===== src/rtl/fetch_pkg.sv =====
// Shared definitions for the instruction fetch stage: default widths,
// per-entry status flags and counter width helpers.
package fetch_pkg;

  localparam int unsigned DEF_DEPTH  = 4;
  localparam int unsigned DEF_ADDR_W = 32;
  localparam int unsigned DEF_DATA_W = 32;

  typedef struct packed {
    logic filled;
    logic fault;
  } entry_status_t;

  // Occupancy counter: must represent 0..DEPTH inclusive.
  function automatic int unsigned cnt_w(input int unsigned depth);
    return $clog2(depth) + 1;
  endfunction

  // In-flight/drop counters: their sum can reach 2*DEPTH.
  function automatic int unsigned ctr_w(input int unsigned depth);
    return $clog2(depth) + 2;
  endfunction

endpackage


===== src/rtl/fetch_queue_ram.sv =====
// DEPTH-entry fetch queue storage: allocate at tail, fill by response order,
// combinational read of the head entry.
module fetch_queue_ram
  import fetch_pkg::*;
#(
  parameter int unsigned DEPTH  = DEF_DEPTH,
  parameter int unsigned ADDR_W = DEF_ADDR_W,
  parameter int unsigned DATA_W = DEF_DATA_W,
  parameter int unsigned PW     = $clog2(DEPTH)
) (
  input  logic              clock,
  input  logic              reset,
  input  logic              alloc_en,
  input  logic [PW-1:0]     alloc_idx,
  input  logic [ADDR_W-1:0] alloc_pc,
  input  logic              alloc_fault,
  input  logic              fill_en,
  input  logic [PW-1:0]     fill_idx,
  input  logic [DATA_W-1:0] fill_data,
  input  logic [PW-1:0]     head_idx,
  output logic [ADDR_W-1:0] head_pc,
  output logic [DATA_W-1:0] head_data,
  output logic              head_filled,
  output logic              head_fault
);

  typedef struct packed {
    logic [ADDR_W-1:0] pc;
    logic [DATA_W-1:0] data;
    entry_status_t     st;
  } entry_t;

  entry_t mem [DEPTH];

  always_ff @(posedge clock or negedge reset) begin
    if (!reset) begin
      for (int unsigned i = 0; i < DEPTH; i++) mem[i] <= '0;
    end else begin
      // A fault entry is born complete: filled with zero data.
      if (alloc_en) begin
        mem[alloc_idx].pc        <= alloc_pc;
        mem[alloc_idx].data      <= '0;
        mem[alloc_idx].st.filled <= alloc_fault;
        mem[alloc_idx].st.fault  <= alloc_fault;
      end
      if (fill_en) begin
        mem[fill_idx].data      <= fill_data;
        mem[fill_idx].st.filled <= 1'b1;
      end
    end
  end

  assign head_pc     = mem[head_idx].pc;
  assign head_data   = mem[head_idx].data;
  assign head_filled = mem[head_idx].st.filled;
  assign head_fault  = mem[head_idx].st.fault;

endmodule


===== src/rtl/instr_fetch_queue.sv =====
// Instruction fetch stage: issues word fetches at pc, queues in-order responses
// for decode, flushes on redirect. Optional FETCH_MISALIGN_CHECK_EN fault path.
module instr_fetch_queue
  import fetch_pkg::*;
#(
  parameter int unsigned DEPTH  = DEF_DEPTH,
  parameter int unsigned ADDR_W = DEF_ADDR_W,
  parameter int unsigned DATA_W = DEF_DATA_W
) (
  input  logic              clock,
  input  logic              reset,
  input  logic [ADDR_W-1:0] pc,
  output logic              pc_advance,
  input  logic              flush,
  output logic              imem_req_valid,
  input  logic              imem_req_ready,
  output logic [ADDR_W-1:0] imem_req_addr,
  input  logic              imem_rsp_valid,
  input  logic [DATA_W-1:0] imem_rsp_data,
  output logic              inst_valid,
  input  logic              inst_ready,
  output logic [DATA_W-1:0] inst_data,
  output logic [ADDR_W-1:0] inst_pc,
  output logic              inst_fault
);

  localparam int unsigned PW = $clog2(DEPTH);
  localparam int unsigned CW = cnt_w(DEPTH);
  localparam int unsigned KW = ctr_w(DEPTH);

  logic [PW-1:0] head, tail, fill;
  logic [CW-1:0] count;
  logic [KW-1:0] inflight, drop;

  logic issue_ok, mem_req, mem_accept, fault_alloc, alloc;
  logic rsp_fill, pop, head_filled, head_fault;

`ifdef FETCH_MISALIGN_CHECK_EN
  logic halted;
  logic misaligned;

  assign misaligned    = pc[1:0] != 2'b00;
  assign issue_ok      = reset && !flush && (count < CW'(DEPTH)) && !halted;
  assign mem_req       = issue_ok && !misaligned;
  assign fault_alloc   = issue_ok && misaligned;
  assign imem_req_addr = pc;

  always_ff @(posedge clock or negedge reset) begin
    if (!reset)           halted <= 1'b0;
    else if (flush)       halted <= 1'b0;
    else if (fault_alloc) halted <= 1'b1;
  end
`else
  assign issue_ok      = reset && !flush && (count < CW'(DEPTH));
  assign mem_req       = issue_ok;
  assign fault_alloc   = 1'b0;
  assign imem_req_addr = {pc[ADDR_W-1:2], 2'b00};
`endif

  assign imem_req_valid = mem_req;
  assign mem_accept     = mem_req && imem_req_ready;
  assign alloc          = mem_accept || fault_alloc;
  assign pc_advance     = alloc;

  assign rsp_fill   = imem_rsp_valid && (drop == '0) && !flush;
  assign inst_valid = reset && (count != '0) && head_filled;
  assign pop        = inst_valid && inst_ready && !flush;
  assign inst_fault = inst_valid && head_fault;

  fetch_queue_ram #(
    .DEPTH  (DEPTH),
    .ADDR_W (ADDR_W),
    .DATA_W (DATA_W),
    .PW     (PW)
  ) u_ram (
    .clock       (clock),
    .reset       (reset),
    .alloc_en    (alloc),
    .alloc_idx   (tail),
    .alloc_pc    (pc),
    .alloc_fault (fault_alloc),
    .fill_en     (rsp_fill),
    .fill_idx    (fill),
    .fill_data   (imem_rsp_data),
    .head_idx    (head),
    .head_pc     (inst_pc),
    .head_data   (inst_data),
    .head_filled (head_filled),
    .head_fault  (head_fault)
  );

  always_ff @(posedge clock or negedge reset) begin
    if (!reset) begin
      head     <= '0;
      tail     <= '0;
      fill     <= '0;
      count    <= '0;
      inflight <= '0;
      drop     <= '0;
    end else if (flush) begin
      head     <= '0;
      tail     <= '0;
      fill     <= '0;
      count    <= '0;
      // Everything still owed by memory becomes droppable, minus the
      // response consumed (and discarded) in this very cycle.
      drop     <= drop + inflight - KW'(imem_rsp_valid);
      inflight <= '0;
    end else begin
      if (alloc)    tail <= tail + PW'(1);
      if (pop)      head <= head + PW'(1);
      if (rsp_fill) fill <= fill + PW'(1);
      if (imem_rsp_valid && (drop != '0)) drop <= drop - KW'(1);
      count    <= count + CW'(alloc) - CW'(pop);
      inflight <= inflight + KW'(mem_accept) - KW'(rsp_fill);
    end
  end

endmodule

===== config.mk =====
export PLATFORM = sky130hd
export DESIGN_NAME = instr_fetch_queue
export DESIGN_NICKNAME = d
export VERILOG_FILES = /design/src/rtl/fetch_pkg.sv /design/src/rtl/fetch_queue_ram.sv /design/src/rtl/instr_fetch_queue.sv
export SDC_FILE = /design/constraint.sdc
export NUM_CORES = 1
export LEC_CHECK = 0
export CORE_MARGIN = 2
export CORE_UTILIZATION = 30
export DETAILED_ROUTE_END_ITERATION = 6
export GPL_ROUTABILITY_DRIVEN = 0
export GPL_TIMING_DRIVEN = 0
export SLEW_MARGIN = 20
export SYNTH_ARGS = -nofsm -noshare
export SYNTH_HDL_FRONTEND = slang
export SYNTH_HIERARCHICAL = 1
export SYNTH_SLANG_ARGS = --single-unit

===== constraint.sdc =====
create_clock -name clock -period 6.8 [get_ports clock]
set_input_delay 1.02 -clock clock [delete_from_list [all_inputs] [get_ports clock]]
set_output_delay 1.02 -clock clock [all_outputs]
set_load 0.02 [all_outputs]

-- Word-level counts from Yosys, hierarchy flattened
Index checks and enable logic that the tools add are counted.
- word-level logic and storage cells: 95
- output and inout bits: 100
- input port bits: 70
- register bits after elaboration: 281
- reduce and logical (&&, ||, !) cells: 21
- bitwise operators: 3
- magnitude comparators: 6
- add/sub/neg operators: 10
- multiplexer cells: 33
- operator list (cell ; count):
    bitwise mux 264 bit ; 6
    demux 66 bit (select 2 bit) ; 6
    two-way mux 264 bit ; 2
    two-way mux 66 bit ; 3
    binary-select mux 66 bit (select 2 bit) ; 1
    two-way mux 34 bit ; 2
    two-way mux 2 bit ; 8
    logical AND 1 bit ; 13
    two-way mux 4 bit ; 3
    greater-or-equal comparator 3 bit, second input constant ; 3
    NOT 2 -> 3 bit ; 3
    nonzero test 2 bit ; 4
    subtractor 4 x 1 -> 4 bit ; 2
    adder 2 x 1 -> 2 bit, second input constant ; 3
    < comparator 3 x 1 -> 1 bit, second input constant ; 2
    adder 4 x 1 -> 4 bit ; 1
    adder 4 bit ; 1
    zero test 4 bit ; 1
    nonzero test 4 bit ; 1
    subtractor 4 x 1 -> 4 bit, second input constant ; 1
    adder 3 x 1 -> 3 bit ; 1
    < comparator 3 bit, second input constant ; 1
    two-way mux 3 bit ; 1
    nonzero test 3 bit ; 1
    other kinds (3) ; 3

-- Longest topological paths before layout
Gate-level depths: netlist of the first run.
- word-level depth: 13
- mapped depth: 13
- depth with buffers taken out: 11

-- Cells and area by module
Netlist of the first run, hierarchy kept.
- by module, submodules not included (module ; instances ; cells an instance ; area an instance (sq um)):
    fetch_queue_ram ; 1 ; 941 ; 12782.3
    instr_fetch_queue ; 1 ; 144 ; 1368.8

-- Worst setup path before layout of the first run
No wires, ideal clock.
- kind: register -> register
- start: register head[0]
- end: register count[2]
- arrival: 2670 ps
- path buffers: 1
- period minus slack after synthesis: 2801 ps
- cell stages (with the launch flop): 13
- path slack: 3999 ps
- cell sequence: dfrtp_1 > buf_2 > mux4_2 > o311a_1 > nand2_1 > nor2_1 > ha_1 > inv_1 > ha_1 > inv_1 > fa_1 > xnor2_1 > nor2_1
- word-level cells in the longest chain between the ends: 9
- RTL lines (element ; RTL line ; text):
    start, declared ; instr_fetch_queue.sv:31 ; logic [PW-1:0] head, tail, fill;
    start signal, assigned ; instr_fetch_queue.sv:111 ; if (pop) head <= head + PW'(1);
    NOT 2 -> 3 bit (implied by the code) ; fetch_queue_ram.sv:55 ; assign head_filled = mem[head_idx].st.filled;
    binary-select mux 66 bit (select 2 bit) ; fetch_queue_ram.sv:55 ;
    two-way mux 66 bit (2 in a row) ; -- ;
    via head_filled ; instr_fetch_queue.sv:36 ; logic rsp_fill, pop, head_filled, head_fault;
    logical AND 1 bit ; instr_fetch_queue.sv:66 ; assign inst_valid = reset && (count != '0) && head_filled;
    via inst_valid ; instr_fetch_queue.sv:20 ; output logic inst_valid,
    logical AND 1 bit (2 in a row) ; instr_fetch_queue.sv:67 ; assign pop = inst_valid && inst_ready && !flush;
    subtractor 3 x 1 -> 3 bit ; instr_fetch_queue.sv:114 ; count <= count + CW'(alloc) - CW'(pop);
    two-way mux 3 bit ; instr_fetch_queue.sv:100 ; end else if (flush) begin
    end signal, assigned ; instr_fetch_queue.sv:114 ;
    end, declared ; instr_fetch_queue.sv:32 ; logic [CW-1:0] count;
The timed path passes the listed nets, and every way through them passes these cells. The select of a mux whose other input is x is not followed.
A chain may end at the register's enable or synchronous reset.

-- Worst setup path after layout of the first run
- start: input port reset
- end: output port inst_fault
- word-level cells in the longest chain between the ends: 3
- RTL lines (element ; RTL line ; text):
    start, declared ; instr_fetch_queue.sv:11 ; input logic reset,
    logical AND 1 bit (2 in a row) ; instr_fetch_queue.sv:66 ;
    logical AND 1 bit ; instr_fetch_queue.sv:68 ; assign inst_fault = inst_valid && head_fault;
    end, declared ; instr_fetch_queue.sv:24 ; output logic inst_fault
No other way between the ends.

==> summary.txt, run 1 <==
Setup path
  – Critical Path RT: 5780 ps
  – CP Class: in2out
  – Largest stage delay, worst path: 600 ps
  – Worst Path Max Fanout: 92
  – Crit path cell chain: buf_8 -> buf_16 -> buf_16 -> o311a_1 -> and2_1 -> clkdlybuf4s50_1
  – CP max stage cell: clkdlybuf4s50_1
  – Crit path arrival time: 3310 ps
  – Critical path startpoint category: primary input
  – CP dominant cell by count: buf_16
  – Critical path capture point type: primary output

Drt
  – Via-per-instance ratio: 5.238
  – Top sig layer: met4
  – WL met1: 18.76 mm
  – Wirelength per Cell: 22.46 um
  – Vias: 10080
  – Number of routed nets with antenna violations: 0
  – DR WL met2: 19.93 mm
  – Drt pass-1 iters: 5
  – Final wirelength: 43.24 mm
  – DR DRC count: 0
  – Initial DRC count: 922
  – Routed wl met3: 3.511 mm

Synthesis
  – Synth Flop Type: dfrtp_1
  – Most common library cells after synthesis: dfrtp_1, mux2_2, inv_1, o31ai_1, mux4_2
  – Seq/Total Area, Yosys: 49.69%
  – Mapped Cells: 1085
  – Number of enable flip-flop cells after synthesis: 0
  – Largest cells by area after synthesis: dfrtp_1, mux4_2, mux2_2
  – Synth Register Bits: 281
  – Synth top area share: 49.69%
  – Synthesized cell area: 0.01415 mm2
  – Async SR Flop Fraction: 100.0%
  – Yosys warns: 6
  – Top cell type by total area after synthesis: dfrtp_1
  – Yosys cell types: 46
  – Mean Syn Cell Area: 13.04 um2
  – Count leader, synth: dfrtp_1

GRT
  – All-Layer GR Usage: 17.58%
  – Pin count of the biggest net entering global routing: 93
  – Grt total ovfl: 0
  – Initial antenna violation count: 0
  – Vias in the first global route: 10620
  – First-pass GRT wire length: 66.55 mm

Place
  – Placed instance count: 1867
  – Area after DPL: 0.01669 mm2
  – Dpl hpwl: 29.55 mm
  – Pre-CTS WS: 2328 ps
  – Buffers on Ports: 167

Floorplanning
  – Die Span Y: 221.2 um
  – I/O Pins: 170
  – Std cell rows: 79
  – Full die area: 0.04892 mm2
  – Die Wd: 221.2 um
  – Initial core utilization: 30.40%
  – CORE AREA: 0.04656 mm2

Min path
  – Tightest Hold Check Type: in2async

CTS
  – Clock Sinks: 281
  – Clock Latency Late Sink: 550 ps
  – CTS Root Cell: clkbuf_16
  – Max Root-Sink Buffers: 3
  – H-tree Lvls: 2
  – # resized after CTS: 0
  – Num CTS Buffers: 34
  – CTS tree: done
  – Clk pin slew, worst setup/hold paths: 60 ps
  – Setup Buffers After CTS: 0
  – Hold-fix buffer count after cts: 0

Cells and area
  – Fin nets: 1383
  – Layout cells sized above 1: 26.33%
  – Post-layout util: 38.12%
  – ANT cells: 0
  – Final std cells w/o fill: 1925
  – Area occupied by registers: 0.007032 mm2
  – Final instance area: 0.01775 mm2
  – Fillers: 4526
  – Area of the multi-input gates: 0.005859 mm2
  – Syn-to-layout area delta: 25.42%

Status
  – Outcome: complete, no violations

Timing
  – RSZ-0062 raised after global routing: no
  – Worst slew pin tran: 737.2 ps
  – Fin crit period: 4335 ps
  – Skew final: 17.32 ps
  – Setup violations, final: 0
  – Final worst slack: 2465 ps
  – Setup TNS: 0 ps
  – F_max: 230.7 MHz
  – Final period utilization: 63.75%
  – Slew HR: 50.75%
  – Fin. max-slew vios: 0
  – Fin Hold WS: 367.6 ps
  – Final Hold Fails: 0

Flow run
  – Total of max-cap violations: 0

Power
  – PwrDens: 308.5 mW/mm2
  – Total power: 5.476 mW
  – Leak Pwr: 7.744 nW
  – VDD IR max: 173.6 uV
## layer usage
| metal | global-route usage [%] | vias up |
|---|---|---|
| li1 | - | 4420 |
| met1 | 23.84 | 5194 |
| met2 | 27.51 | 402 |
| met3 | 5.086 | 68 |
| met4 | 4.720 | 0 |
| met5 | 0 | - |
## placed cells by master, fill, tap and decap left out, types with 6 or more instances in the layout
master and count:
clkbuf_8 8, buf_2 32, clkinv_2 6, clkdlybuf4s50_1 166
buf_4 44, o31ai_1 96, nand4b_1 64, dfrtp_1 281
mux2_2 129, buf_6 16, nand4_1 34, a31o_1 30
clkbuf_1 49, inv_1 117, conb_1 6, xnor2_1 7
mux4_2 66, clkbuf_16 35, nor4bb_1 32, ha_1 14
xor2_1 8, nor2_1 10
## worst paths after layout
check / start / to / slack, ps / depth (start not counted)
max in group asynchronous: reset / async pin / 5170 / 3
min in group clock: u_ram/mem[133]$_DFF_PN0_ / u_ram/mem[133]$_DFF_PN0_ / 490 / 1
worst min-delay path: reset / u_ram/mem[207]$_DFF_PN0_ / 370 / 1
worst max-delay path: reset / inst_fault / 2470 / 6
worst min register to register: u_ram/mem[133]$_DFF_PN0_ / u_ram/mem[133]$_DFF_PN0_ / 490 / 1
worst max register to register: head[1]$_DFFE_PN0P_ / count[2]$_DFF_PN0_ / 3530 / 13
## logic make-up (layout without fill, tap and decap cells)
kind of cell	count (synthesis)	in the layout	synth area share, %
xor gates and xnor gates	15	15	0.9284
and+or+nand+nor	173	173	9.788
DFF	281	281	49.69
muxes	197	197	20.91
buffers and inverters	254	482	9.036
adders and majority gates	17	17	1.662
AOI/OAI and AO/OA	147	147	7.957
other	1	6	0.02650
## power by group
group / internal (mW) / leakage, nW / switching (mW) / total (mW)
Combinational: 0.798 / 3.81 / 0.696 / 1.49
Sequential: 2.03 / 3.40 / 0.198 / 2.23
Clock: 1.03 / 0.529 / 0.720 / 1.75
Total: 3.86 / 7.74 / 1.61 / 5.48
## layout make-up
type | instances | area share (%)
Buffer | 137 | 4.730
Clock buffer | 50 | 5.703
Clock inverter | 8 | 0.2679
Inverter | 117 | 2.474
Multi-Input combinational cell | 555 | 33.01
Sequential cell | 281 | 39.62
Tap cell | 607 | 4.279
Timing Repair Buffer | 170 | 9.912
## critical path: cells and delay by family
kind / cells / cell delay, ps
buffers and inverters: 4 / 1710
AOI/OAI and AO/OA: 1 / 340
and+or+nand+nor: 1 / 150
Power figures use the tool's default switching activity.
==> run 2, diff against run 1 <==
Clock period 6.8 ns to 4.07 ns, I/O delays scaled along.
==> run 2 against run 1 <==
- total power is 67% higher
- register-to-register slack got worse by 2700 ps
- routed wire length decreased by 0.12%
- critical path type is now reg2out
- combinational power up 68%
- utilization increased by 0.059 points
- non-clock buffer count is 1 higher
- critical path depth unchanged
- clock skew decreased by 2.7 ps
- sequential power increased by 67%
==> summary.txt, run 2 (synthesis gave the netlist of run 1 again) <==
Drt
  – Number of routed nets with antenna violations: 0 (unchanged)
  – Wirelength per Cell: 22.42 um (-0.17%)
  – Via-per-instance ratio: 5.248 (+0.19%)
  – Final wirelength: 43.18 mm (-0.12%)
  – DR DRC count: 0 (unchanged)
  – Vias: 10110 (+0.24%)
  – Drt pass-1 iters: 5 (unchanged)
  – Initial DRC count: 959 (+4.0%)

Setup path
  – R2R cell count: 13 (unchanged)
  – Worst reg2reg setup slack: 810 ps (-2720 ps)
  – Crit path arrival time: 3080 ps (-230 ps)
  – Critical path capture point type: primary output
  – Critical path startpoint category: flop
  – Critical Path RT: 3460 ps (-2320 ps)
  – FF-to-FF Start: head[1]$_DFFE_PN0P_
  – Worst Path Max Fanout: 10 (-89%)
  – FF-to-FF End: count[2]$_DFF_PN0_
  – CP Class: reg2out

CTS
  – Num CTS Buffers: 34 (unchanged)
  – # resized after CTS: 0 (unchanged)
  – Max Root-Sink Buffers: 3 (unchanged)
  – Clk pin slew, worst setup/hold paths: 60 ps (about the same)
  – CTS Root Cell: clkbuf_16
  – H-tree Lvls: 2 (unchanged)
  – CTS tree: done
  – Clock Sinks: 281 (unchanged)
  – Clock Latency Late Sink: 530 ps (-20 ps)

Timing
  – Setup TNS: 0 ps (unchanged)
  – Worst slew pin tran: 738.6 ps (+1.377 ps)
  – Fin crit period: 3694 ps
  – Fin Hold WS: 24.88 ps (-342.8 ps)
  – F_max: 270.7 MHz
  – Fin. max-slew vios: 0 (unchanged)
  – RSZ-0062 raised after global routing: no
  – Final Hold Fails: 0 (unchanged)
  – Setup violations, final: 0 (unchanged)
  – Final period utilization: 90.76%
  – Slew HR: 50.66% (-0.092 points)
  – Skew final: 14.65 ps (-2.669 ps)

Place
  – Dpl hpwl: 29.55 mm (unchanged)
  – Buffers on Ports: 167 (unchanged)

Floorplanning
  – Std cell rows: 79 (unchanged)
  – Initial core utilization: 30.40% (unchanged)
  – CORE AREA: 0.04656 mm2 (unchanged)
  – I/O Pins: 170 (unchanged)
  – Full die area: 0.04892 mm2 (unchanged)
  – Die Span Y: 221.2 um (unchanged)
  – Die Wd: 221.2 um (unchanged)

Cells and area
  – Layout cells sized above 1: 26.38% (+0.056 points)
  – Syn-to-layout area delta: 25.61%
  – Fillers: 4525 (-0.022%)
  – Leading cell type in the layout, fill and taps excluded: dfrtp_1
  – Commonest cells after routing, fill and taps aside: dfrtp_1, clkdlybuf4s50_1, mux2_2
  – Fin nets: 1384 (+0.072%)
  – Post-layout util: 38.18% (+0.059 points)
  – ANT cells: 0 (unchanged)

Flow run
  – Total of max-cap violations: 0 (unchanged)

GRT
  – Vias in the first global route: 10630 (+0.056%)
  – Grt total ovfl: 0 (unchanged)
  – First-pass GRT wire length: 66.57 mm (about the same)
  – All-Layer GR Usage: 17.60% (about the same)
  – Pin count of the biggest net entering global routing: 93 (unchanged)
  – Initial antenna violation count: 0 (unchanged)

Power
  – Leak Pwr: 7.757 nW (+0.16%)
  – VDD IR max: 290.0 uV (+67%)
  – PwrDens: 514.5 mW/mm2 (+67%)

Min path
  – Tightest Hold Check Type: in2async

Status
  – Outcome: complete, no violations
[run 2: cell count changes in the layout (fill, tap and decap cells not counted), sizes merged]
cell / change
buf: +1
[run 2: metal layers]
| metal | share of wire (%) | up-vias | global-route usage, % |
|---|---|---|---|
| li1 | - | 4418 | - |
| met1 | 43 | 5179 | 23.86 |
| met2 | 46 | 435 | 27.53 |
| met3 | 8.3 | 76 | 5.086 |
| met4 | 2.5 | 0 | 4.720 |
| met5 | 0 | - | 0 |
[run 2: worst max-delay path by stage]
stage                              from                 endpoint  slack, ps  cells past startpoint
finish              head[1]$_DFFE_PN0P_               inst_fault        380                      6
global route        head[1]$_DFFE_PN0P_               inst_fault        210                      6
CTS                 head[1]$_DFFE_PN0P_               inst_fault        250                      6
detailed placement                reset       count[2]$_DFF_PN0_        330                     13
global placement                  reset  u_ram/mem[89]$_DFF_PN0_     -10100                      7
floorplan           head[0]$_DFFE_PN0P_       count[2]$_DFF_PN0_       1270                     12
[run 2: per-stage QoR]
step | setup WS [ps] | instance area (um2) | instances | total power, mW
4_1_cts | 252.9 | 17780 | 1926 | 9.275
6_report | 375.9 | 17780 | 1926 | 9.146
3_5_place_dp | 334.3 | 16690 | 1867 | 6.276
5_1_grt | 207.3 | 17780 | 1926 | 9.626
3_3_place_gp | -10100 | 16600 | 1864 | 6.212
2_1_floorplan | 1269 | 14170 | 1090 | 5.229
[run 2: final cells by class]
| class | count | area (um2) | share of cell area, % |
|---|---|---|---|
| plain buffers | 137 | 839.6 | 4.723 |
| clock buffers | 50 | 1012 | 5.694 |
| clock inverters | 8 | 47.55 | 0.2675 |
| inverters | 117 | 439.2 | 2.471 |
| multi-input cells | 555 | 5859 | 32.96 |
| flip-flops and latches | 281 | 7032 | 39.56 |
| well taps | 607 | 759.5 | 4.273 |
| repair buffers | 171 | 1787 | 10.05 |
[run 2: what timing repair did]
item	CTS	global route
hold buffers	1	0
hold endpoints to repair	45	0
buffers inserted	0	0
[run 2: report_power, final]
part / internal (mW) / total (mW) / switching [mW] / leakage (nW)
clock: 1.72 / 2.91 / 1.20 / 0.529
combinational: 1.34 / 2.50 / 1.16 / 3.82
sequential: 3.40 / 3.73 / 0.331 / 3.40
[run 2: worst max-delay path, stage by stage (launching register included)]
cell	delay [ps]
dfrtp_1	410
buf_2	420
buf_2	420
mux4_2	280
o311a_1	250
and2_1	150
clkdlybuf4s50_1	600
==> run 3, diff against run 2 <==
Settings changed: CTS_BUF_LIST set to sky130_fd_sc_hd__clkbuf_4 sky130_fd_sc_hd__clkbuf_8 sky130_fd_sc_hd__clkbuf_16.
==> run 3 against run 2 <==
- clock power grew 2%
- via count fell by 0.73%
- sequential power about the same
- routed wire length is essentially flat
- utilization rose by 0.057 points
- final area up 0.15%
- non-clock buffer count unchanged
- first-iteration DRC count decreased by 6.8%
- largest cell class unchanged
- sequential share of layout area decreased by 0.058 points
- die area is the same
- setup slack improved by 2.5 ps
==> summary.txt, run 3 (synthesis gave the netlist of run 1 again) <==
Timing
  – Fin Hold WS: 27.80 ps (+2.919 ps)
  – Final Hold Fails: 0 (unchanged)
  – F_max: 270.9 MHz (about the same)
  – Skew final: 14.45 ps (-0.2003 ps)
  – Slew HR: 51.46% (+0.80 points)
  – Fin. max-slew vios: 0 (unchanged)
  – Worst slew pin tran: 726.6 ps (-12.04 ps)
  – Fin crit period: 3692 ps (-2.498 ps)
  – Final period utilization: 90.70% (about the same)
  – RSZ-0062 raised after global routing: no
  – Setup TNS: 0 ps (unchanged)
  – Setup violations, final: 0 (unchanged)

Drt
  – Drt pass-1 iters: 6 (+1)
  – DR DRC count: 0 (unchanged)
  – Final wirelength: 43.19 mm (about the same)
  – Number of routed nets with antenna violations: 0 (unchanged)
  – Vias: 10030 (-0.73%)
  – Initial DRC count: 894 (-6.8%)
  – Wirelength per Cell: 22.42 um (about the same)
  – Via-per-instance ratio: 5.210 (-0.73%)

GRT
  – Pin count of the biggest net entering global routing: 93 (unchanged)
  – First-pass GRT wire length: 66.55 mm (about the same)
  – Grt total ovfl: 0 (unchanged)
  – Vias in the first global route: 10620 (-0.056%)
  – All-Layer GR Usage: 17.58% (about the same)
  – Initial antenna violation count: 0 (unchanged)

Cells and area
  – Final std cells w/o fill: 1926 (unchanged)
  – Leading cell type in the layout, fill and taps excluded: dfrtp_1
  – Commonest cells after routing, fill and taps aside: dfrtp_1, clkdlybuf4s50_1, mux2_2
  – Final instance area: 0.01780 mm2 (+0.15%)
  – ANT cells: 0 (unchanged)
  – Fin nets: 1384 (unchanged)
  – Post-layout util: 38.24% (+0.057 points)
  – Syn-to-layout area delta: 25.80%
  – Layout cells sized above 1: 26.91% (+0.53 points)

Flow run
  – Total of max-cap violations: 0 (unchanged)

CTS
  – # resized after CTS: 0 (unchanged)
  – Max Root-Sink Buffers: 3 (unchanged)
  – Clock Latency Late Sink: 530 ps (about the same)
  – CTS Root Cell: clkbuf_16
  – Clock Sinks: 281 (unchanged)
  – Clk pin slew, worst setup/hold paths: 60 ps (about the same)
  – Num CTS Buffers: 34 (unchanged)
  – H-tree Lvls: 2 (unchanged)
  – CTS tree: done

Power
  – Leak Pwr: 7.781 nW (+0.31%)
  – VDD IR max: 290.5 uV (+0.17%)
  – PwrDens: 516.3 mW/mm2 (+0.33%)

Place
  – Area after DPL: 0.01669 mm2 (unchanged)
  – Buffers on Ports: 167 (unchanged)
  – Placed instance count: 1867 (unchanged)
  – Dpl hpwl: 29.55 mm (unchanged)

Setup path
  – Worst Path Max Fanout: 10 (unchanged)
  – Critical path startpoint category: flop
  – Crit path launch: head[1]$_DFFE_PN0P_
  – Critical Path RT: 3460 ps (about the same)
  – Critical path capture point type: primary output
  – CP Class: reg2out
  – Crit path arrival time: 3080 ps (about the same)
  – FF-to-FF Start: head[1]$_DFFE_PN0P_

Floorplanning
  – Initial core utilization: 30.40% (unchanged)
  – CORE AREA: 0.04656 mm2 (unchanged)
  – Std cell rows: 79 (unchanged)
  – I/O Pins: 170 (unchanged)
  – Die Wd: 221.2 um (unchanged)
  – Die Span Y: 221.2 um (unchanged)
  – Full die area: 0.04892 mm2 (unchanged)

Status
  – Outcome: complete, no violations

Min path
  – Tightest Hold Check Type: in2async
run 3: cell counts in the layout (fill, tap and decap cells not counted):
Identical to the previous run, type by type.
run 3: metrics by stage:
step	setup slack, ps	power (mW)
floorplan	1269	5.229
global placement	-10100	6.212
detailed placement	334.3	6.276
CTS	252.9	9.321
global route	207.3	9.674
finish	378.4	9.191
run 3: final timing paths:
path	end	slack, ps	depth (start not counted)
max reg2reg	count[2]$_DFF_PN0_	810	13
max	inst_fault	380	6
min in group clock	u_ram/mem[133]$_DFF_PN0_	490	1
max in group asynchronous	async pin	3100	3
min reg2reg	u_ram/mem[133]$_DFF_PN0_	490	1
min	u_ram/mem[207]$_DFF_PN0_	30	2
run 3: metal layers:
| metal | vias to the layer above | wire length [um] | GRT usage [%] | share of wire [%] |
|---|---|---|---|---|
| met5 | - | 0 | 0 | 0 |
| met3 | 66 | 3505 | 5.086 | 8.1 |
| li1 | 4417 | - | - | - |
| met2 | 414 | 19850 | 27.51 | 46 |
| met1 | 5137 | 18800 | 23.84 | 44 |
| met4 | 0 | 1030 | 4.720 | 2.4 |
run 3: cell type report:
type	instances	area, um2
Timing Repair Buffer	171	1787
Tap cell	607	759.5
Multi-Input combinational cell	555	5859
Sequential cell	281	7032
Clock inverter	8	47.55
Inverter	117	439.2
Fill cell	4528	28750
Buffer	137	839.6
Clock buffer	50	1039
run 3: where the power goes:
group | total [mW] | switching [mW] | internal (mW)
Sequential | 3.73 | 0.329 | 3.40
Clock | 2.96 | 1.20 | 1.77
Combinational | 2.50 | 1.16 | 1.34
Total | 9.19 | 2.69 | 6.50
run 3: what timing repair did:
action | CTS | global route
endpoints found under the hold margin | 45 | 0
buffers inserted | 0 | 0
hold buffers | 1 | 0
run 3: worst max-delay path, cell delays in order (launching register included):
cell	delay, ps
dfrtp_1	410
buf_2	430
buf_2	420
mux4_2	280
o311a_1	250
and2_1	150
clkdlybuf4s50_1	600
